## config.mk

```make
export PLATFORM = sky130hd
export DESIGN_NAME = config_stream_loader
export DESIGN_NICKNAME = d
export VERILOG_FILES = /design/src/rtl/config_stream_loader.sv
export SDC_FILE = /design/constraint.sdc
export NUM_CORES = 1
export LEC_CHECK = 0
export CAP_MARGIN = 10
export CORE_MARGIN = 2
export CORE_UTILIZATION = 54
export DETAILED_ROUTE_END_ITERATION = 6
export HOLD_SLACK_MARGIN = 0.1
export PLACE_DENSITY = 0.82
export SLEW_MARGIN = 20
export SYNTH_ARGS = -nofsm -noshare
export SYNTH_HDL_FRONTEND = slang
export SYNTH_SLANG_ARGS = --single-unit
```

## constraint.sdc

```tcl
create_clock -name clk -period 3.25 [get_ports clk]
set_input_delay 0.4875 -clock clk [delete_from_list [all_inputs] [get_ports clk]]
set_output_delay 0.4875 -clock clk [all_outputs]
set_load 0.05 [all_outputs]
```

## src/rtl/config_stream_loader.sv

```systemverilog
// Byte-stream configuration loader: assembles little-endian addr/data frames and drives the tile config bus.
// Optional build macro CFG_CHECKSUM_EN appends an XOR checksum byte to every frame and counts rejected frames.
module config_stream_loader #(
  parameter logic [31:0] IDLE_ADDR    = 32'h0000_0000,
  parameter int          WRITE_CYCLES = 1
) (
  input  logic        clk,
  input  logic        reset,
  input  logic [7:0]  in_data,
  input  logic        in_valid,
  output logic        in_ready,
  output logic [31:0] config_addr,
  output logic [31:0] config_data,
  output logic        config_write,
  output logic        config_done,
  output logic [15:0] frame_count,
  output logic [7:0]  err_count
);

`ifdef CFG_CHECKSUM_EN
  localparam int             IDX_W    = 4;
  localparam int             DATA_W   = 32;
  localparam logic [IDX_W-1:0] LAST_IDX = 4'd8;
`else
  localparam int             IDX_W    = 3;
  localparam int             DATA_W   = 24;
  localparam logic [IDX_W-1:0] LAST_IDX = 3'd7;
`endif
  localparam logic [3:0] CNT_LOAD = 4'(WRITE_CYCLES - 1);

  typedef enum logic [1:0] {S_COLLECT, S_WRITE, S_DONE} state_t;

  state_t              r_state, w_state_nxt;
  logic [IDX_W-1:0]    r_idx;
  logic [31:0]         r_addr;
  logic [DATA_W-1:0]   r_data;
  logic [3:0]          r_cnt;
  logic                r_in_ready, r_config_write, r_config_done;
  logic [31:0]         r_config_addr, r_config_data;
  logic [15:0]         r_frame_count;
  logic                w_xfer, w_last, w_csum_bad, w_enter_write;
  logic                w_ready_nxt, w_write_nxt, w_done_nxt;
  logic [31:0]         w_addr_nxt, w_data_full;

  function automatic logic [15:0] sat_inc16(input logic [15:0] v);
    return (v == 16'hFFFF) ? v : v + 16'd1;
  endfunction

  assign w_xfer        = in_valid && r_in_ready;
  assign w_last        = w_xfer && (r_idx == LAST_IDX);
  assign w_enter_write = (r_state == S_COLLECT) && (w_state_nxt == S_WRITE);

`ifdef CFG_CHECKSUM_EN
  logic [7:0] r_csum;
  logic [7:0] r_err_count;

  function automatic logic [7:0] sat_inc8(input logic [7:0] v);
    return (v == 8'hFF) ? v : v + 8'd1;
  endfunction

  always_ff @(posedge clk) begin
    if (w_xfer) r_csum <= (r_idx == '0) ? in_data : (r_csum ^ in_data);
  end

  always_ff @(posedge clk or negedge reset) begin
    if (!reset)          r_err_count <= 8'h00;
    else if (w_csum_bad) r_err_count <= sat_inc8(r_err_count);
  end

  assign w_csum_bad  = w_last && (in_data != r_csum);
  assign w_data_full = r_data;
  assign err_count   = r_err_count;
`else
  // Without a checksum byte, the final data byte arrives on the same edge the write is launched.
  assign w_csum_bad  = 1'b0;
  assign w_data_full = {in_data, r_data};
  assign err_count   = 8'h00;
`endif

  // Lane capture: bytes 0-3 address, 4-7 data, little-endian.
  always_ff @(posedge clk) begin
    if (w_xfer && !w_last) begin
      case (r_idx[2:0])
        3'd0: r_addr[7:0]    <= in_data;
        3'd1: r_addr[15:8]   <= in_data;
        3'd2: r_addr[23:16]  <= in_data;
        3'd3: r_addr[31:24]  <= in_data;
        3'd4: r_data[7:0]    <= in_data;
        3'd5: r_data[15:8]   <= in_data;
        3'd6: r_data[23:16]  <= in_data;
`ifdef CFG_CHECKSUM_EN
        3'd7: r_data[31:24]  <= in_data;
`endif
        default: ;
      endcase
    end
  end

  always_ff @(posedge clk or negedge reset) begin
    if (!reset) begin
      r_state <= S_COLLECT;
      r_idx   <= '0;
      r_cnt   <= 4'd0;
    end else begin
      r_state <= w_state_nxt;
      if (w_xfer) r_idx <= w_last ? '0 : r_idx + 1'b1;
      if (w_enter_write)                          r_cnt <= CNT_LOAD;
      else if (r_state == S_WRITE && r_cnt != 4'd0) r_cnt <= r_cnt - 4'd1;
    end
  end

  always_comb begin
    w_state_nxt = r_state;
    case (r_state)
      S_COLLECT: begin
        if (w_last) begin
          if (w_csum_bad)                 w_state_nxt = S_COLLECT;
          else if (r_addr == 32'hFFFF_FFFF) w_state_nxt = S_DONE;
          else                            w_state_nxt = S_WRITE;
        end
      end
      S_WRITE: if (r_cnt == 4'd0) w_state_nxt = S_COLLECT;
      S_DONE:  w_state_nxt = S_DONE;
      default: w_state_nxt = S_COLLECT;
    endcase
  end

  // Outputs are registered decodes of the next state, so they change on the same edge as the state.
  always_comb begin
    w_ready_nxt = (w_state_nxt == S_COLLECT);
    w_write_nxt = (w_state_nxt == S_WRITE);
    w_done_nxt  = (w_state_nxt == S_DONE);
    w_addr_nxt  = w_write_nxt ? r_addr : IDLE_ADDR;
  end

  always_ff @(posedge clk or negedge reset) begin
    if (!reset) begin
      r_in_ready     <= 1'b0;
      r_config_write <= 1'b0;
      r_config_done  <= 1'b0;
      r_config_addr  <= IDLE_ADDR;
      r_config_data  <= 32'h0;
      r_frame_count  <= 16'h0;
    end else begin
      r_in_ready     <= w_ready_nxt;
      r_config_write <= w_write_nxt;
      r_config_done  <= w_done_nxt;
      r_config_addr  <= w_addr_nxt;
      if (w_enter_write) begin
        r_config_data <= w_data_full;
        r_frame_count <= sat_inc16(r_frame_count);
      end
    end
  end

  assign in_ready     = r_in_ready;
  assign config_write = r_config_write;
  assign config_done  = r_config_done;
  assign config_addr  = r_config_addr;
  assign config_data  = r_config_data;
  assign frame_count  = r_frame_count;

endmodule

```

==> run metrics <==
status finished, final reports clean; Post-CTS Hold Fix Bufs 1; top fanout value on the critical path 12; count of state elements after synthesis 148; area of the multi-input gates 1370 sq um; max_cap viols 0; final setup fails 0; multiplexer share of the synthesized area 7.39%; most frequent cells after synthesis 92 x dfrtp_1, 56 x edfxtp_1, 38 x and2_1; leakage 0.00290 uW; met1 GRT Util 26.0%; Avg WL per Cell 16.6 microns; RSZ-0062 raised after global routing no; CTS tree yes; grt ovf 0; post-synth top area cell dfrtp_1; total CTS buffers 17; Synth warnings 0; Core ar. 9820 sq um; first-pass GRT wire length 16000 microns; worst r2r src frame_count[0]$_DFFE_PN0P_; largest net degree at the start of global routing 93; Hold Path End config_data[2]$_DFFE_PN0P_; FF-to-FF End frame_count[1]$_DFFE_PN0P_; Critical Path Source Type flip-flop; PD cells 999 nW/um^2; DR pass1 iterations 4; HPWL after DPL 6350 microns; Synth Area in XOR/XNOR 2.72%; post-synthesis sequential area ratio 72.8%; fillers 688; Clock Latency Late Sink 500 ps; post-route ant nets 0; ant diodes 0; cts repair resizes 0; RePlAce Congestion 0.843; Max Fclk 424 MHz; Buffers on Ports 93; die area 11000 sq um; die height 105 microns; cell area after synthesis 5470 sq um; All-Layer GR Usage 19.2%; Rows 36; fin crit period 2360 ps; Post-route DRC 0; fin util 72.3%; Most Used Layer, Global Route met2; Layout Nets 474; cells on worst reg2reg path 6; Main synth FF type dfrtp_1; simple-gate share of the synthesized area 11.4%; DRT iter0 DRCs 218; initial core utilization 55.7%; Final WS setup 892 ps; HP Class flip-flop to flip-flop; post-placement setup slack 750 ps; layout cells sized above 1 15.8%; Synth Area in Compound Gates 0.800%; Hold Path Depth 1; Via density 5.15; Root Buffer clkbuf_8; Critical Path End Type flip-flop; register area 3980 sq um; kind of critical path flip-flop to flip-flop; Required @ worst endpoint 3640 ps; Reg clk slew, reported paths 60 ps; Post-Syn Instances 350; setup TNS 0 ps; top cells by area, synth dfrtp_1 42%, edfxtp_1 31%, mux2_2 7.2%; area grow syn2layout 29.7%; Vias 3092; Final Hold Viols 0; CTS H-Tree Depth 4; die width 105 microns; Worst EP arrival 2740 ps; post-CTS setup buffer count 0; initial antenna violation count 0; met2 usage 29.8%; unique cell type count in the Yosys netlist 34; CTS Sinks 148; Max rail drop VDD 758 uV; count leader, synth dfrtp_1; top cell type's share of synthesized area 42.1%; IO Count 102; Async SR Flop Fraction 62.2%; vias in the first global route 3162; Max clock buf depth 2; post-synthesis adder-cell area fraction 2.06%; relative slew slack 58.3%; actual slew at the worst max-slew pin 626 ps; WL final 9950 microns; period utilization 72.6%; Post-synth EDFFs 56; Slew Limit Fails 0; largest family of logic cells by synthesized area simple AND/OR/NAND/NOR gates; clock skew 6.39 ps; Worst R2R Setup Slack 890 ps; met3 usage in global routing 5.18%; syn_area_per_cell 15.6 sq um; min-delay src r_data[2]$_DFFE_PP_
==> routing by layer <==
metal	vias to the layer above	wire, microns
met1	1543	4420
li1	1428	-
met4	0	168
met5	-	0
met3	14	561
met2	107	4810
==> flip-flops by register name, summed over array words and instances, names as in the netlist <==
register,flops
config_addr,32
config_data,32
config_done,1
config_write,1
frame_count,16
in_ready,1
r_addr,32
r_cnt,4
r_data,24
r_idx,3
r_state,2
==> report_power, final <==
| part | switching [uW] | internal, uW | leakage (uW) |
|---|---|---|---|
| clock | 720 | 1150 | 0.000285 |
| sequential | 247 | 2420 | 0.00171 |
| combinational | 1680 | 875 | 0.000906 |
==> cell type report <==
class                   count  area share [%]
clock buffers              20            6.42
multi-input cells         185            19.3
clock inverters            12            1.78
flip-flops and latches    148            56.1
repair buffers             97            13.7
well taps                 133            2.35
inverters                   5           0.265
==> logic make-up after synthesis <==
family | after synthesis
other cells | 1
buf+inv | 24
flops | 148
compound gates | 7
fa+ha+maj | 9
simple gates | 108
xor+xnor | 17
mux | 36
==> layout by cell type, fill, tap and decap left out, types with 2 or more instances in the layout <==
cell type	count
bufinv_16	2
nor4_2	2
conb_1	8
clkinv_2	3
and4_1	3
clkinvlp_4	2
a31oi_1	2
mux2_2	35
nor3_1	4
xnor2_1	15
nor2_1	13
clkdlybuf4s50_1	92
clkbuf_16	16
a21oi_1	3
edfxtp_1	56
dfrtp_1	92
nand2_1	12
and3_1	6
nand3_1	7
ha_1	9
clkbuf_8	4
nand4_1	15
inv_1	5
and2_1	38
inv_6	2
xor2_1	2
buf_4	3
==> worst max-delay path by stage <==
| stage | startpoint | endpoint | slack [ps] | cells past startpoint |
|---|---|---|---|---|
| after floorplan | frame_count[0]$_DFFE_PN0P_ | frame_count[1]$_DFFE_PN0P_ | 1080 | 6 |
| after global placement | in_valid | frame_count[1]$_DFFE_PN0P_ | 800 | 7 |
| after detailed placement | in_valid | frame_count[1]$_DFFE_PN0P_ | 750 | 7 |
| after CTS | r_idx[1]$_DFFE_PN0P_ | frame_count[1]$_DFFE_PN0P_ | 900 | 8 |
| after global routing | frame_count[0]$_DFFE_PN0P_ | frame_count[1]$_DFFE_PN0P_ | 700 | 6 |
| final | frame_count[0]$_DFFE_PN0P_ | frame_count[1]$_DFFE_PN0P_ | 890 | 6 |
==> stage by stage <==
step / instances / total power [uW] / hold WS [ps] / instance area (sq um)
after floorplan: 357 / 4390 / 192 / 5500
after global placement: 567 / 5190 / 457 / 6500
after detailed placement: 567 / 5250 / 462 / 6500
after CTS: 600 / 7160 / 478 / 7100
after global routing: 600 / 7390 / 486 / 7100
final: 600 / 7090 / 473 / 7100
==> worst max-delay path, cell delays in order (launching register included) <==
cell     delay [ps]
dfrtp_1         390
ha_1            240
nand3_1         180
nor4_1          480
nand2_1         380
nand2_1         220
mux2_2          350
No activity file was read; power rests on OpenSTA's default activity.
==> patch, RTL diff (same flow settings) <==
Add a define of `CFG_CHECKSUM_EN`.
--- a/src/rtl/config_stream_loader.sv
+++ b/src/rtl/config_stream_loader.sv
@@ -1,4 +1,6 @@
 // Byte-stream configuration loader: assembles little-endian addr/data frames and drives the tile config bus.
 // Optional build macro CFG_CHECKSUM_EN appends an XOR checksum byte to every frame and counts rejected frames.
+`define CFG_CHECKSUM_EN
+
 module config_stream_loader #(
   parameter logic [31:0] IDLE_ADDR    = 32'h0000_0000,
Check against the original RTL: not equivalent (a bounded check fails within 10 cycles, from zero or initial values and one cycle with reset low).
==> patch against the unedited design <==
- maximum frequency hardly changed
- cell area grew 19%
- sequential cell count increased by 25
- wire length up 31%
- worst hold slack lost 340 ps
- worst setup slack got worse by 0.81 ps
- clock skew grew 3.1 ps
- area after synthesis rose by 22%
- critical endpoint is now config_addr[3]$_DFF_PN0_
Power is not compared: it rests on default switching activity, and its combinational part moved more than twofold at a synthesized area within 25%.
==> patch: results (changes against the unedited design) <==
synth:
  netlist_top_cells_count: "dfrtp_1 (101), edfxtp_1 (72), nor2b_1 (33), xnor2_1 (32), mux2_4 (29)"
  synth_nets: 438
  synth_area_leaders: "dfrtp_1 (38%), edfxtp_1 (32%), mux2_4 (6.5%)"
  synth_warnings: 0  # unchanged
  synth_top_flop_cell: "dfrtp_1"
  synth_edf_count: 72  # +29%
  synth_cell_types: 43  # +26%
  seq_area_frac_synth: 0.7025  # -0.02557
  synth_top_area_frac: 0.3786  # -0.04213
  async_reset_ff_frac: 0.5838  # -0.03781
place:
  dpl-instance-area_um2: 7915  # +22%
  io_buffers: 101  # +8.6%
  hpwl_um: 8862  # +40%
  place.gp.congestion: 0.7892  # -6.4%
global_routing:
  grt_usage: 0.2099  # +0.01759
  antenna_found_initial: 0  # unchanged
  grt_pass1_wl_um: 20410  # +27%
  grt_pass1_vias: 3809  # +20%
  grt_start_max_net_pins: 89  # -4.3%
timing:
  fin_skew_ps: 9.535  # +3.143 ps
  hold_violations: 0  # unchanged
  maxSlewHeadroom: 0.4718  # -0.1109
power_and_ir_drop:
  ir_drop_mv: 0.3507
  leakage_uw: 0.003475
  switching_share: 0.2074
cts:
  cts_buffers: 17  # unchanged
  cts.clk_slew.worst_paths_ps: 70
  clock-root-buffer: "clkbuf_16"
  cts.path.max_buffers: 2  # unchanged
  post_cts_buffers: 0  # unchanged
  insertion_delay_ps: 420  # -80 ps
  cts_resized: 0  # unchanged
  htreeDepth: 4  # unchanged
drt:
  drt_iter0_drc: 285  # +31%
  route.vias.total: 3704  # +20%
  routed_wl_um: 13050  # +31%
  drt_first_pass_iters: 4  # unchanged
finish:
  design_area_um2: 8477  # +19%
  diodes: 0  # unchanged
  drive_gt1_frac: 0.1673  # +0.008808
  layout.nets: 564  # +19%
  nFillCells: 805  # +17%
worst_setup_path:
  crit_fanout: 34  # +22
  cpPeakStageDelay_ps: 550  # +70 ps
  cp_top_family: "simple AND/OR/NAND/NOR gates"
  arrival_ps: 2630  # -110 ps
  start_kind: "flip-flop"
  cp_slowest_cell: "nor2_4"
outcome:
  status: "complete, no violations"
worst_hold_path:
  hold_path.class: "in -> async"
patch: changes by cell type after synthesis, sizes merged, moves of 11 or more:
cell	before	now
nand2	12	25
and2	39	1
nor2b	1	33
xnor2	15	33
edfxtp	56	72
and3	6	17
patch: logic make-up (layout without fill, tap and decap cells):
family	Yosys count	count (layout)	synth area share
and+or+nand+nor	131	131	0.1205
xor gates and xnor gates	41	41	0.05492
adders and majority gates	10	10	0.01874
AOI/OAI and AO/OA	9	9	0.008061
buffers and inverters	18	157	0.02005
muxes	35	35	0.07516
DFF	173	173	0.7025
patch: layout make-up:
cell class	count	area share
flip-flops and latches	173	0.5532
inverters	10	0.004428
clock buffers	19	0.05107
well taps	168	0.02480
clock inverters	13	0.01417
multi-input cells	226	0.2190
repair buffers	115	0.1333
patch: path summary, 6_finish.rpt:
check / from / end / slack [ps] / cells past startpoint
setup / recovery: r_addr[2]$_DFFE_PP_ / config_addr[3]$_DFF_PN0_ / 890 / 6
hold / removal: reset / config_data[6]$_DFFE_PN0P_ / 130 / 1
setup reg to reg: r_addr[2]$_DFFE_PP_ / config_addr[3]$_DFF_PN0_ / 890 / 6
hold reg to reg: r_data[24]$_DFFE_PP_ / config_data[24]$_DFFE_PN0P_ / 470 / 1
max in group asynchronous: reset / config_addr[29]$_DFF_PN0_ / 2480 / 2
min in group clk: r_data[24]$_DFFE_PP_ / config_data[24]$_DFFE_PN0P_ / 470 / 1
patch: power by group through the flow:
stage	sequential, uW	clock (uW)	combinational, uW
3_3_place_gp	2320	0	77.4
4_1_cts	2280	1910	79.6
3_5_place_dp	2320	0	79.2
2_1_floorplan	2320	0	9.26
5_1_grt	2280	1990	86.1
6_report	2280	1880	76.9
patch: metal layers:
metal,part of all wire,GRT usage,vias to the layer above
met2,0.53,0.3620,87
met3,0.037,0.04797,12
met5,0,0,-
met1,0.42,0.2636,1885
li1,-,-,1720
met4,0.011,0.07149,0
patch: stage by stage:
stage,util,hold slack [ps],power [uW],cells,worst slack [ps]
floorplan,-,191.9,2331,417,861.3
global placement,0.6562,456.9,2398,692,579.7
detailed placement,0.6562,465.1,2400,692,510.1
CTS,0.7021,319.5,4264,724,850.1
global route,0.7028,205.2,4357,724,732.2
finish,0.7028,134.9,4237,724,891.0
